<file path="src/rtl/mood_fade_sequencer.sv">
// Mood-light colour sequencer: manual RGB level control or automatic fade/hold cycling.
// Optional `MOOD_SKIP_EN: pb_up during FADE_UP/HOLD jumps straight to FADE_DOWN.
module mood_fade_sequencer #(
  parameter int unsigned TICK_DIV   = 5000000,
  parameter int unsigned HOLD_TICKS = 10
) (
  input  logic       main_Clk50Mhz,
  input  logic       main_rst,
  input  logic       mode_auto,
  input  logic       pb_up,
  input  logic       pb_down,
  input  logic [2:0] sw_rgb,
  output logic [2:0] sel_r,
  output logic [2:0] sel_g,
  output logic [2:0] sel_b,
  output logic [2:0] step_idx
);

  localparam int unsigned PW        = (TICK_DIV > 1) ? $clog2(TICK_DIV) : 1;
  localparam int unsigned HW        = (HOLD_TICKS > 1) ? $clog2(HOLD_TICKS + 1) : 1;
  localparam int unsigned HOLD_LAST = (HOLD_TICKS > 1) ? HOLD_TICKS - 1 : 0;
  localparam logic [PW-1:0] PRE_LAST = PW'(TICK_DIV - 1);
  localparam logic [HW-1:0] HOLD_END = HW'(HOLD_LAST);

  typedef enum logic [2:0] {
    MANUAL,
    CLEAR,
    FADE_UP,
    HOLD,
    FADE_DOWN,
    NEXT
  } state_t;

  state_t        state_q, state_d;
  logic [PW-1:0] pre_q;
  logic          tick;
  logic [HW-1:0] hold_q, hold_d;
  logic [2:0]    r_q, r_d, g_q, g_d, b_q, b_d;
  logic [2:0]    step_q, step_d;
  logic [2:0]    mask;
  logic          skip_req;

  function automatic logic [2:0] inc_sat(input logic [2:0] l);
    return (l == 3'd7) ? 3'd7 : l + 3'd1;
  endfunction

  function automatic logic [2:0] dec_sat(input logic [2:0] l);
    return (l == 3'd0) ? 3'd0 : l - 3'd1;
  endfunction

`ifdef MOOD_SKIP_EN
  assign skip_req = pb_up;
`else
  assign skip_req = 1'b0;
`endif

  assign tick = (pre_q == PRE_LAST);

  always_ff @(posedge main_Clk50Mhz or negedge main_rst) begin
    if (!main_rst) begin
      pre_q <= '0;
    end else if (tick) begin
      pre_q <= '0;
    end else begin
      pre_q <= pre_q + 1'b1;
    end
  end

  always_ff @(posedge main_Clk50Mhz or negedge main_rst) begin
    if (!main_rst) begin
      state_q <= MANUAL;
      hold_q  <= '0;
      r_q     <= '0;
      g_q     <= '0;
      b_q     <= '0;
      step_q  <= '0;
    end else begin
      state_q <= state_d;
      hold_q  <= hold_d;
      r_q     <= r_d;
      g_q     <= g_d;
      b_q     <= b_d;
      step_q  <= step_d;
    end
  end

  // Colour mask is index+1 so that index 0..6 walks R,G,RG,B,RB,GB,RGB.
  assign mask = step_q + 3'd1;

  always_comb begin
    state_d = state_q;
    hold_d  = hold_q;
    r_d     = r_q;
    g_d     = g_q;
    b_d     = b_q;
    step_d  = step_q;

    if (state_q != MANUAL && !mode_auto) begin
      state_d = MANUAL;
      hold_d  = '0;
    end else begin
      case (state_q)
        MANUAL: begin
          if (mode_auto) begin
            state_d = CLEAR;
          end else if (pb_up && !pb_down) begin
            if (sw_rgb[0]) r_d = inc_sat(r_q);
            if (sw_rgb[1]) g_d = inc_sat(g_q);
            if (sw_rgb[2]) b_d = inc_sat(b_q);
          end else if (pb_down && !pb_up) begin
            if (sw_rgb[0]) r_d = dec_sat(r_q);
            if (sw_rgb[1]) g_d = dec_sat(g_q);
            if (sw_rgb[2]) b_d = dec_sat(b_q);
          end
        end

        CLEAR: begin
          if (tick) begin
            r_d = dec_sat(r_q);
            g_d = dec_sat(g_q);
            b_d = dec_sat(b_q);
            if ({r_d, g_d, b_d} == '0) state_d = FADE_UP;
          end
        end

        FADE_UP: begin
          if (skip_req) begin
            state_d = FADE_DOWN;
          end else if (tick) begin
            r_d = mask[0] ? inc_sat(r_q) : 3'd0;
            g_d = mask[1] ? inc_sat(g_q) : 3'd0;
            b_d = mask[2] ? inc_sat(b_q) : 3'd0;
            if ((!mask[0] || r_d == 3'd7) && (!mask[1] || g_d == 3'd7) &&
                (!mask[2] || b_d == 3'd7)) begin
              state_d = HOLD;
              hold_d  = '0;
            end
          end
        end

        HOLD: begin
          if (skip_req) begin
            state_d = FADE_DOWN;
            hold_d  = '0;
          end else if (tick) begin
            if (hold_q >= HOLD_END) begin
              state_d = FADE_DOWN;
              hold_d  = '0;
            end else begin
              hold_d = hold_q + 1'b1;
            end
          end
        end

        FADE_DOWN: begin
          if (tick) begin
            r_d = dec_sat(r_q);
            g_d = dec_sat(g_q);
            b_d = dec_sat(b_q);
            if ({r_d, g_d, b_d} == '0) state_d = NEXT;
          end
        end

        NEXT: begin
          step_d  = (step_q == 3'd6) ? 3'd0 : step_q + 3'd1;
          state_d = FADE_UP;
        end

        default: begin
          state_d = MANUAL;
          hold_d  = '0;
        end
      endcase
    end
  end

  assign sel_r    = r_q;
  assign sel_g    = g_q;
  assign sel_b    = b_q;
  assign step_idx = step_q;

endmodule

</file>
<file path="config.mk">
export PLATFORM = sky130hd
export DESIGN_NAME = mood_fade_sequencer
export DESIGN_NICKNAME = d
export VERILOG_FILES = /design/src/rtl/mood_fade_sequencer.sv
export SDC_FILE = /design/constraint.sdc
export NUM_CORES = 1
export LEC_CHECK = 0
export ABC_AREA = 1
export CAP_MARGIN = 20
export CORE_ASPECT_RATIO = 2
export CORE_MARGIN = 3
export CORE_UTILIZATION = 46
export DETAILED_ROUTE_END_ITERATION = 10
export GPL_TIMING_DRIVEN = 1
export PLACE_DENSITY = 0.72
export REMOVE_ABC_BUFFERS = 1
export SLEW_MARGIN = 10
export SYNTH_ARGS = -nofsm -noshare
export SYNTH_HDL_FRONTEND = slang
export SYNTH_SLANG_ARGS = --single-unit
export TNS_END_PERCENT = 30
</file>
<file path="constraint.sdc">
create_clock -name main_Clk50Mhz -period 1.8 [get_ports main_Clk50Mhz]
set_input_delay 0.36 -clock main_Clk50Mhz [delete_from_list [all_inputs] [get_ports main_Clk50Mhz]]
set_output_delay 0.36 -clock main_Clk50Mhz [all_outputs]
set_load 0.05 [all_outputs]
</file>
# Word level (Yosys, flattened, before mapping)
# Cells that the tools add are included.
dict set report word_totals {
  regBits 42
  output_inout_bits 12
  input_bits 8
}
dict set report op_classes {
  n_mux 52
  n_bitwise 1
  add_sub_neg 9
  eq_ne 33
  n_reduce_logical 29
  magnitude_cmp 1
}
# op n
set op_table {}
lappend op_table {{$mux 3} 41}
lappend op_table {{$ne 3x3->1 const B} 16}
lappend op_table {{$eq 3x3->1 const B} 9}
lappend op_table {{$pmux 3 s3} 3}
lappend op_table {{$reduce_and 8->1} 3}
lappend op_table {{$add 23x1->23 const B} 1}
lappend op_table {{$eq 23x23->1 const B} 1}
lappend op_table {{$mux 23} 1}
lappend op_table {{$mux 4} 5}
lappend op_table {{$pmux 3 s6} 1}
lappend op_table {{$add 3x1->3 const B} 4}
lappend op_table {{$logic_not 3->1} 4}
lappend op_table {{$pmux 4 s3} 1}
lappend op_table {{$logic_not 9->1} 1}
lappend op_table {{$reduce_and 9->1} 1}
lappend op_table {{$sub 3x1->3 const B} 3}
lappend op_table {{$eq 3x2->1 const B} 2}
lappend op_table {{$logic_not 1->1} 6}
lappend op_table {{$reduce_bool 3->1} 2}
lappend op_table {{$logic_and 1x1->1} 5}
lappend op_table {{$add 4x1->4 const B} 1}
lappend op_table {{$ge 4x4->1 const B} 1}
lappend op_table {{$ne 2x1->1 const B} 2}
lappend op_table {{$ne 2x2->1 const B} 2}
lappend op_table {{7 further kinds} 9}

# Longest topological paths before layout
# Gate-level depths: netlist (run 1).
dict set report logic_depth {
  ltp_word 11
  mapped_depth 14
  mapped_depth_nobuf 14
}

# Worst setup path before layout (run 1)
# OpenSTA, ideal clock, no wires.
dict set report synth_timing {
  kind {reg2reg}
  from {register r_q[0] (netlist: sel_r[0])}
  to {register state_q[1]}
  path_stages_with_launch 11
  path_slack_ns -0.127
  setup_ns 0.117
  required_ns 1.683
  period_less_slack_ns 1.927
  path_buffers 0
  t_arrival_ns 1.810
  cell_sequence {dfrtp_1 > inv_1 > ha_1 > ha_1 > or2_2 > nand3_1 > nor2_1 > nand2_1 > nand2_2 > nand4_1 > nand2_1}
}
dict set report synth_via {
  elab_chain_cells 9
  word_cells_on_any_way 16
}
# item line_no
set synth_rtl {}
lappend synth_rtl {{from (decl)} 38} ;# logic [2:0] r_q, r_d, g_q, g_d, b_q, b_d;
lappend synth_rtl {{from (signal assigned)} 80} ;# r_q <= r_d;
lappend synth_rtl {{$add 3x1->3 or $eq 3x3->1 (tied branches)} 44} ;# return (l == 3'd7) ? 3'd7 : l + 3'd1;
lappend synth_rtl {{$mux 3} 44}
lappend synth_rtl {{$mux 3} 130} ;# r_d = mask[0] ? inc_sat(r_q) : 3'd0;
lappend synth_rtl {{$eq 3x3->1} 133} ;# if ((!mask[0] || r_d == 3'd7) && (!mask[1] || g_d == 3'd7) &&
lappend synth_rtl {{$logic_or 1x1->1} 133}
lappend synth_rtl {{$logic_and 1x1->1 (2 in a row)} 133}
lappend synth_rtl {{$ne 3x3->1 (no line)} --}
lappend synth_rtl {{$reduce_and 9->1 (no line) *} --}
lappend synth_rtl {{to (signal assigned)} 78} ;# state_q <= state_d;
lappend synth_rtl {{to (decl)} 34} ;# state_t state_q, state_d;
# Every way passes the cells marked *; elsewhere a longest branch is shown, timed or not.
# A chain may end at the register's enable or synchronous reset.

# Worst setup path after layout (run 1)
dict set report layout_timing {
  from {register g_q[1] (netlist: sel_g[1])}
  to {register state_q[0]}
}
dict set report layout_via {
  elab_chain_cells 9
  word_cells_on_any_way 16
}
# item line_no
set layout_rtl {}
lappend layout_rtl {{from (decl)} 38}
lappend layout_rtl {{from (signal assigned)} 81} ;# g_q <= g_d;
lappend layout_rtl {{$add 3x1->3 or $eq 3x3->1 (tied branches)} 44}
lappend layout_rtl {{$mux 3} 44}
lappend layout_rtl {{$mux 3} 131} ;# g_d = mask[1] ? inc_sat(g_q) : 3'd0;
lappend layout_rtl {{$eq 3x3->1} 133}
lappend layout_rtl {{$logic_or 1x1->1} 133}
lappend layout_rtl {{$logic_and 1x1->1 (2 in a row)} 133}
lappend layout_rtl {{$ne 3x3->1 (no line)} --}
lappend layout_rtl {{$reduce_and 9->1 (no line) *} --}
# Marked as above.

==> results of run 1 <==
power breakdown:
group / switching, mW / leakage (nW) / internal [mW]
combinational: 1.58 / 1.36 / 0.938
sequential: 0.159 / 0.560 / 1.05
clock: 0.387 / 0.0842 / 0.657
total: 2.12 / 2.01 / 2.65
through the flow:
step | total power, mW | TNS (ns) | utilization, % | worst slack, ns
floorplan | 2.88 | -0.552 | - | -0.127
global placement | 3.53 | -0.263 | 53.7 | -0.0432
detailed placement | 3.57 | -0.788 | 53.7 | -0.113
CTS | 4.69 | -0.00116 | 57.0 | -0.00116
global route | 5.10 | -0.259 | 58.7 | -0.0788
finish | 4.77 | 0 | 58.7 | 0.0205
final timing paths:
check | slack [ns] | depth (start not counted) | to
worst max-delay path | 0.02 | 11 | state_q[0]$_DFFE_PN0P_
worst min-delay path | 0.47 | 2 | pre_q[13]$_DFF_PN0_
worst max register to register | 0.02 | 11 | state_q[0]$_DFFE_PN0P_
worst min register to register | 0.48 | 1 | pre_q[17]$_DFF_PN0_
max in group asynchronous | 0.79 | 3 | state_q[2]$_DFFE_PN0P_
min in group main_Clk50Mhz | 0.48 | 1 | pre_q[17]$_DFF_PN0_
per-layer routing:
metal	global-route usage, %	up-vias	routed length [um]
met5	0	-	0
met1	19.0	1338	2700
li1	-	1442	-
met2	41.0	66	4360
met4	11.8	0	310
met3	2.64	23	170
cell usage in the layout, fill, tap and decap left out, drive strengths merged, types with 5 or more instances in the layout:
master / synthesis / final
buf: 1 / 39
nor2: 46 / 46
nand2: 128 / 128
inv: 72 / 73
or2: 9 / 9
clkbuf: 0 / 5
ha: 20 / 20
dfrtp: 42 / 42
nand4: 6 / 6
clkdlybuf4s50: 0 / 6
o21ai: 34 / 34
nor3: 10 / 10
xor2: 8 / 8
nand3: 25 / 25
a21oi: 7 / 7
registers in the layout, summed over array words and instances (netlist names):
signal / flops
sel_b: 3
state_q: 3
sel_r: 3
step_idx: 3
hold_q: 4
pre_q: 23
sel_g: 3
cell families after synthesis:
| logic type | Yosys count | synth area share, % |
|---|---|---|
| xor+xnor | 10 | 2.78 |
| flops | 42 | 33.4 |
| fa+ha+maj | 20 | 7.95 |
| simple gates | 227 | 37.0 |
| compound gates | 51 | 9.78 |
| buf+inv | 74 | 9.11 |
layout make-up:
cell class,count,area (um^2),share of cell area [%]
multi-input cells,308,1920,49.5
clock buffers,5,125,3.22
repair buffers,46,360,9.27
inverters,73,275,7.08
flip-flops and latches,42,1050,27.0
well taps,88,110,2.83
clock inverters,3,43.8,1.13
what timing repair did:
item                       CTS  global route
hold buffers                 1             0
hold endpoints to repair    10             0
setup endpoints to repair    7            18
resized for setup            6            23
setup buffers                2             3
pin swaps                    2            11
==> metrics, run 1 <==
sequential fraction of the synthesis area about a third; Synth area leaders dfrtp_1 (33%), nand2_1 (14%), ha_1 (8.0%), inv_1 (7.8%), nor2_1 (3.8%); async set-reset flop share out of synthesis 100%; clock buffer depth 2; Crit. Startpoint sel_g[1]$_DFFE_PN0P_; CP Cell Sequence inv_2 > ha_4 > buf_4 > ha_1 > or2_2 > nand3_1 > nor2_1 > nand2_1 > nand2_2 > nand4_1 > nand2_1; vias in the first global route roughly 3000; DRT Pass-1 Iters 4; Std-Cell Rows 42; fill count between 600 and 700; Min Clock Period, post-route approximately 1.8 ns; VDD IR max 781 uV; Detail Route Antenna Nets 0; status finished clean; Tcrit/Tclk final 98.9%; worst r2r src sel_g[1]$_DFFE_PN0P_; number of flops mapped to enable cells by yosys 0; largest net degree at the start of global routing 19; CP Launch Type register; GRT overflow 0; Worst slew margin between 70% and 80%; Crit path max-delay family simple AND/OR/NAND/NOR gates; Setup Viol. Count Final 0; most common cell in the netlist nand2_1; Design Area, Final roughly 0.004 mm^2; Synth top cells by count nand2_1 (116), inv_1 (65), dfrtp_1 (42); Syn. warnings 0; CTS root buffer clkbuf_16; Wirelength per Cell about 13 um; LEAKAGE ~2 nW; antenna cells 0; MaxCap Viol Count 0; Synth Register Bits 42; DP Wirelength approximately 6000 um; count of different cell masters after synthesis 38; worst endpoint required time 1.97 ns; Post-Route WL ~7500 um; Vias 2869; worst setup path class reg2reg; fraction of layout cells with a size suffix above 1 approximately a quarter; first-pass GRT wire length 12600 um; syn_area_per_cell between 7 and 8 um^2; fin nets approximately 500; Crit. End Element register; unrepaired setup endpoints after global routing true; Buf+Inv Stages, Crit Path 2; clk sink count 42; initial cell density of the core 47.5%; Core Area roughly 0.0066 mm^2; max-slew violation count 0; Post-Place Cells about 550; Synth Cell Area roughly 0.0031 mm^2; die area around 0.0079 mm^2; GP Congestion between 0.8 and 0.9; DP Area about 0.0036 mm^2; top_reg_cell synth dfrtp_1; pwr dens about 1200 mW/mm^2; crit-path max cell delay roughly 0.38 ns; Hold WS around 0.47 ns; Fin. Hold Viols 0; Synth top area share approximately 33%; Via-to-Cell Ratio just over 5; Crit-path slowest cell dfrtp_1; All-Layer GR Usage roughly 20%; initial antenna violation count 0; FMAX around 0.56 GHz; PortBufs 19; Worst-path clk slew 0.07 ns; Syn Inst Count approximately 420; largest area contributor in the netlist dfrtp_1; Worst path most repeated cell nand2_1; Worst Path Arrival ~2.0 ns; H-tree depth 2; CP Max Fanout 5; drt drc 0; Die H 123 um; final cell count without fillers about 570; total CTS buffers 5; width of the die ~64 um; worst skew pair latency 0.29 ns; worst min path class in2async; CTS tree yes; Layout area overhead 23.6%; total I/O pin count 20; Worst-Margin Slew approximately 0.37 ns; skew final 0.00733 ns; 1st-iter DRT viols between 100 and 150
No activity file was read; power rests on OpenSTA's default activity.
==> run 2: changes to the inputs <==
--- a/config.mk
+++ b/config.mk
@@ -7,11 +7,12 @@
 export LEC_CHECK = 0
 export ABC_AREA = 1
 export CAP_MARGIN = 20
-export CORE_ASPECT_RATIO = 2
+export CORE_ASPECT_RATIO = 0.9
 export CORE_MARGIN = 3
 export CORE_UTILIZATION = 46
 export DETAILED_ROUTE_END_ITERATION = 10
 export GPL_TIMING_DRIVEN = 1
+export MAX_ROUTING_LAYER = met4
 export PLACE_DENSITY = 0.72
 export REMOVE_ABC_BUFFERS = 1
 export SLEW_MARGIN = 10
==> run 2 against run 1 <==
Against the previous run: non-clock buffer count decreased by 5; maximum frequency is 1.7% higher; combinational power barely moved; setup slack better by 0.030 ns; critical path depth is 3 higher; first-iteration DRC count is 0.78% lower; count of clock-buffer cells in the layout rose by 2.
==> metrics, run 2 (synthesized netlist as in run 1, its figures left out) <==
status finished clean; Layout area overhead 19.3%; LEAKAGE 1.94 nW (-3.3%); GP Congestion 0.918 (+9.0%); Core Area 0.00638 mm^2 (-3.6%); Post-CTS Hold Fix Bufs 0 (-1); fill count 568 (-8.2%); total CTS buffers 5 (unchanged); initial cell density of the core 49.3% (+1.8 points); DRT Pass-1 Iters 5 (+1); Worst path most repeated cell nand2_1; Switch Pwr 2.00 mW (-5.7%); All-Layer GR Usage 18.7% (-1.8 points); CTS tree yes; worst min path class in2async; DP Wirelength 5190 um (-14%); max-slew violation count 0 (unchanged); initial antenna violation count 0 (unchanged); drt drc 0 (unchanged); first-pass GRT wire length 11600 um (-7.5%); 1st-iter DRT viols 128 (-0.78%); Worst slew margin 76.3% (+1.1 points); Internal Power 2.25 mW (-15%); GR peak layer met2; Fin. Hold Viols 0 (unchanged); CP Launch Type register; met2 Usage GRT 29.2% (-12 points); pwr dens 1130 mW/mm^2 (-7.6%); GRT overflow 0 (unchanged); PortBufs 19 (unchanged); VDD IR max 762 uV (-2.5%); met1 Track Usage GR 25.5% (+6.5 points); max reg flops 23 (unchanged); clk sink count 42 (unchanged); Min Clock Period, post-route 1.75 ns (-0.0299 ns); Die H 84.5 um (-31%); most frequent cells in the layout nand2_1 (115), inv_1 (61), dfrtp_1 (41); die area 0.00787 mm^2 (-0.74%); Crit path max-delay family simple AND/OR/NAND/NOR gates; unrepaired setup endpoints after global routing true; Finished Core Util 58.8% (+0.078 points); worst endpoint required time 1.98 ns (about the same); Post-Route WL 6640 um (-12%); Wirelength per Cell 11.9 um (-11%); sw frac 47.1% (+2.6 points); clock buffer depth 2 (unchanged); Worst Path Arrival 1.93 ns (-0.02 ns); MaxCap Viol Count 0 (unchanged); Gate power share 58.6% (+5.9 points); final worst slack 0.0505 ns (+0.0299 ns); FMAX 0.572 GHz (+1.7%); CP Max Fanout 5 (unchanged); Via-to-Cell Ratio 4.93 (-2.9%); vias in the first global route 2584 (-12%); antenna cells 0 (unchanged); Setup WS pre-CTS -0.127 ns (-0.0135 ns); worst skew pair latency 0.29 ns (about the same); Seq pwr share 27.9% (+2.5 points); worst setup path class reg2reg; width of the die 93.2 um (+45%); H-tree depth 2 (unchanged); Std-Cell Rows 27 (-36%); GRT met3 Usage 3.49% (+0.86 points); Clock power frac 13.5% (-8.4 points); largest register by flop count pre_q; CTS root buffer clkbuf_8; Worst-path clk slew 0.08 ns (about the same); Detail Route Antenna Nets 0 (unchanged); fin nets 499 (-0.99%); Worst-Margin Slew 0.354 ns (-0.0177 ns); total I/O pin count 20 (unchanged); crit-path max cell delay 0.41 ns (+0.03 ns); skew final 0.00522 ns (-0.00211 ns); largest registers pre_q: 23 flops, hold_q: 4 flops; Crit-path slowest cell dfrtp_1; Setup Viol. Count Final 0 (unchanged); largest net degree at the start of global routing 43 (+24); Hold WS 0.0325 ns (-0.441 ns); Vias 2752 (-4.1%); Buf+Inv Stages, Crit Path 2 (unchanged); Tcrit/Tclk final 97.2% (-1.7 points); Crit. End Element register; CP Cell Sequence inv_1 > ha_2 > inv_2 > ha_4 > nor2_1 > nand2_1 > nor2_1 > nand2_1 > nor2_2 > nand2_1 > nand2_2 > nand3_2 > nand2_1 > nand2_1; fraction of layout cells with a size suffix above 1 24.0% (-0.96 points); leading cell type in the layout, fill and taps excluded nand2_1
[run 2: cell types whose count changed in the layout (fill, tap and decap cells not counted), sizes merged]
cell         delta
dlygate4sd3     -1
clkinv          -1
clkbuf          +2
inv             -1
bufinv          -1
buf             -4
[run 2: area by class of cell]
type / instances / area, um^2 / area share, %
multi-input cells: 308 / 1910 / 50.8
flip-flops and latches: 42 / 1050 / 28.0
repair buffers: 41 / 333 / 8.86
inverters: 73 / 275 / 7.33
clock buffers: 7 / 76.3 / 2.03
well taps: 87 / 109 / 2.90
[run 2: per-stage QoR]
stage                     total power, mW  instance area [um^2]  std cells  setup TNS [ns]
final                                4.26                  3750        558               0
after global routing                 4.61                  3750        558          -0.469
after CTS                            4.16                  3680        556       -0.000992
after detailed placement             3.48                  3530        545           -1.04
after global placement               3.44                  3530        545          -0.426
after floorplan                      2.88                  3140        423          -0.552
[run 2: worst paths after layout]
check                                           from                endpoint  slack (ns)  depth (start not counted)
worst max-delay path            sel_g[1]$_DFFE_PN0P_  state_q[1]$_DFFE_PN0P_        0.05                         14
worst min-delay path                        main_rst      pre_q[3]$_DFF_PN0_        0.03                          2
worst max register to register  sel_g[1]$_DFFE_PN0P_  state_q[1]$_DFFE_PN0P_        0.05                         14
worst min register to register   pre_q[17]$_DFF_PN0_     pre_q[17]$_DFF_PN0_        0.48                          1
max in group asynchronous                   main_rst      pre_q[6]$_DFF_PN0_        1.56                          2
min in group main_Clk50Mhz       pre_q[17]$_DFF_PN0_     pre_q[17]$_DFF_PN0_        0.48                          1
[run 2: power groups by stage]
stage / clock (mW) / sequential, mW / combinational [mW]
2_1_floorplan: 0 / 1.48 / 1.40
3_3_place_gp: 0 / 1.20 / 2.24
3_5_place_dp: 0 / 1.20 / 2.27
4_1_cts: 0.606 / 1.18 / 2.37
5_1_grt: 0.643 / 1.21 / 2.76
6_report: 0.575 / 1.19 / 2.49
[run 2: what timing repair did]
action                                  4_1_cts  5_1_grt
setup buffers                                 4        2
pin swaps                                     7        4
endpoints found under the setup margin        7       17
gates resized for setup                      11       19
[run 2: per-layer routing]
metal | wire [um] | part of all wire [%]
met1 | 3170 | 48
met2 | 3060 | 46
met3 | 368 | 5.5
met4 | 41 | 0.62
met5 | 0 | 0
==> run 3: changes to the inputs <==
--- a/config.mk
+++ b/config.mk
@@ -13,7 +13,7 @@
 export DETAILED_ROUTE_END_ITERATION = 10
 export GPL_TIMING_DRIVEN = 1
 export MAX_ROUTING_LAYER = met4
-export PLACE_DENSITY = 0.72
+export PLACE_DENSITY = 0.69
 export REMOVE_ABC_BUFFERS = 1
 export SLEW_MARGIN = 10
 export SYNTH_ARGS = -nofsm -noshare
==> constraint.sdc (replaced) <==
create_clock -name main_Clk50Mhz -period 2.2 [get_ports main_Clk50Mhz]
set_input_delay 0.44 -clock main_Clk50Mhz [delete_from_list [all_inputs] [get_ports main_Clk50Mhz]]
set_output_delay 0.44 -clock main_Clk50Mhz [all_outputs]
set_load 0.05 [all_outputs]
==> run 3 against run 2 <==
Against the previous run: clock power down 9.2%; register-to-register slack better by 0.21 ns; sequential power down 16%; sequential cell count unchanged; die area unchanged; critical path depth down 13; hold slack better by 0.19 ns; via count down 1.7%; first-iteration DRC count up 17%; routed wire length up 0.38%; final area down 5.8%; largest power group unchanged; total power down 23%.
==> metrics, run 3 (synthesized netlist as in run 1, its figures left out) <==
status finished clean; clock buffer depth 2 (unchanged); CTS tree yes; Tcrit/Tclk final between 90 and 100%; final worst slack 0.137 ns (+0.0864 ns); largest register by flop count pre_q; All-Layer GR Usage 19.1% (+0.34 points); first-pass GRT wire length 11700 um (+0.35%); GP Congestion 0.882 (-3.9%); Fin. Hold Viols 0 (unchanged); FMAX around 0.48 GHz; Storage cell area 0.00105 mm^2 (-0.12%); Worst slew margin 62.7% (-14 points); width of the die 93.2 um (unchanged); Worst-Margin Slew 0.560 ns (+0.205 ns); worst min path class in2async; Crit path max-delay family buffers and inverters; Buf+Inv Stages, Crit Path 1 (-1); Min Clock Period, post-route 2.06 ns; CP Cell Sequence clkdlybuf4s50_1; H-tree depth 2 (unchanged); antenna cells 0 (unchanged); crit-path max cell delay 0.85 ns (+0.44 ns); worst setup path class reg2out; Vias 2705 (-1.7%); Layout area overhead 12.4%; leading cell type in the layout, fill and taps excluded nand2_1; VDD IR max 559 uV (-27%); postcts setup bufs 0 (-4); Post-CTS Hold Fix Bufs 0 (unchanged); Detail Route Antenna Nets 0 (unchanged); worst skew pair latency 0.30 ns (about the same); die area 0.00787 mm^2 (unchanged); largest net degree at the start of global routing 43 (unchanged); max reg flops 23 (unchanged); drt drc 0 (unchanged); total CTS buffers 5 (unchanged); most frequent cells in the layout nand2_1 (116), inv_1 (65), dfrtp_1 (42); DRT Pass-1 Iters 5 (unchanged); total I/O pin count 20 (unchanged); unrepaired setup endpoints after global routing false; Via-to-Cell Ratio 5.02 (+1.8%); PostCTS Resize Cnt 0 (-11); Crit. End Element output pin; pwr dens 931 mW/mm^2 (-18%); initial cell density of the core 49.3% (unchanged); fraction of layout cells with a size suffix above 1 13.9% (-10 points); CP Launch Type register; CTS root buffer clkbuf_8; Finished Core Util 55.4% (-3.4 points); GRT overflow 0 (unchanged); PortBufs 19 (unchanged); Core Area 0.00638 mm^2 (unchanged); DP Wirelength 5160 um (-0.69%); fin nets 479 (-4.0%); Wirelength per Cell 12.4 um (+3.9%); largest registers pre_q: 23 flops, hold_q: 4 flops; Post-Route WL 6670 um (+0.38%); Die H 84.5 um (unchanged); MaxCap Viol Count 0 (unchanged); 1st-iter DRT viols 150 (+17%); max-slew violation count 0 (unchanged); vias in the first global route 2584 (unchanged); Setup Viol. Count Final 0 (unchanged); LEAKAGE 1.83 nW (-5.6%); clk sink count 42 (unchanged); fill count 608 (+7.0%); CP Max Fanout 7 (+2); Std-Cell Rows 27 (unchanged); multi-input logic area 0.00181 mm^2 (-5.2%); Setup WS pre-CTS 0.180 ns (+0.307 ns); Crit-path slowest cell clkdlybuf4s50_1; Worst Path Arrival 1.62 ns (-0.31 ns); Worst-path clk slew 0.08 ns (about the same); worst endpoint required time 1.76 ns (-0.22 ns); skew final 0.00840 ns (+0.00319 ns); initial antenna violation count 0 (unchanged); setup tns final 0 ns (unchanged)
[run 3: cell count changes in the layout (fill, tap and decap cells not counted), sizes merged]
cell           previous run  this run
buf                      35         3
clkdlybuf4s50             6        18
clkinv                    1         2
[run 3: worst reg2reg max path: stages (launching register included)]
cell and delay [ns]:
dfrtp_1 0.45, inv_1 0.08, ha_1 0.20, inv_1 0.07, ha_1 0.19, nor2_1 0.10, nand2_1 0.06, nor2_1 0.10
nand2_1 0.06, nor2_1 0.11, nand2_1 0.08, nand2_2 0.12, nand3_2 0.10, nand2_1 0.07, nand2_1 0.05
[run 3: per-stage QoR]
step	std cells	hold slack [ns]	instance area [um^2]	power, mW
6_report	539	0.219	3540	3.29
5_1_grt	539	0.246	3540	3.57
4_1_cts	539	0.229	3540	3.32
3_5_place_dp	531	0.467	3440	2.79
3_3_place_gp	531	0.464	3440	2.75
2_1_floorplan	423	0.144	3140	2.36
[run 3: power breakdown]
part	total, mW	leakage [nW]	internal [mW]	switching, mW
sequential	0.996	0.560	0.859	0.137
combinational	1.77	1.22	0.612	1.16
clock	0.522	0.0482	0.254	0.269
[run 3: path summary, 6_finish.rpt]
path                                            from                      to  slack, ns  cells past startpoint
min in group main_Clk50Mhz       pre_q[17]$_DFF_PN0_     pre_q[17]$_DFF_PN0_       0.49                      1
max in group asynchronous                   main_rst    sel_r[0]$_DFFE_PN0P_       1.60                      2
worst max register to register  sel_g[0]$_DFFE_PN0P_  state_q[1]$_DFFE_PN0P_       0.26                     14
worst min-delay path                        main_rst      pre_q[7]$_DFF_PN0_       0.22                      2
worst min register to register   pre_q[17]$_DFF_PN0_     pre_q[17]$_DFF_PN0_       0.49                      1
worst max-delay path            sel_r[2]$_DFFE_PN0P_                sel_r[2]       0.14                      1
[run 3: per-layer routing]
| metal | routed length (um) | part of all wire [%] | global-route usage (%) | up-vias |
|---|---|---|---|---|
| li1 | - | - | - | 1393 |
| met4 | 79 | 1.2 | 5.86 | 0 |
| met2 | 2840 | 43 | 27.9 | 56 |
| met1 | 3460 | 52 | 26.9 | 1248 |
| met5 | 0 | 0 | - | - |
| met3 | 295 | 4.4 | 3.32 | 8 |
[run 3: area by class of cell]
type                            count  share of cell area (%)
Inverter                           73                    7.78
Clock buffer                        7                    2.44
Timing Repair Buffer               21                    5.66
Tap cell                           87                    3.08
Clock inverter                      1                   0.142
Multi-Input combinational cell    308                    51.2
Sequential cell                    42                    29.7
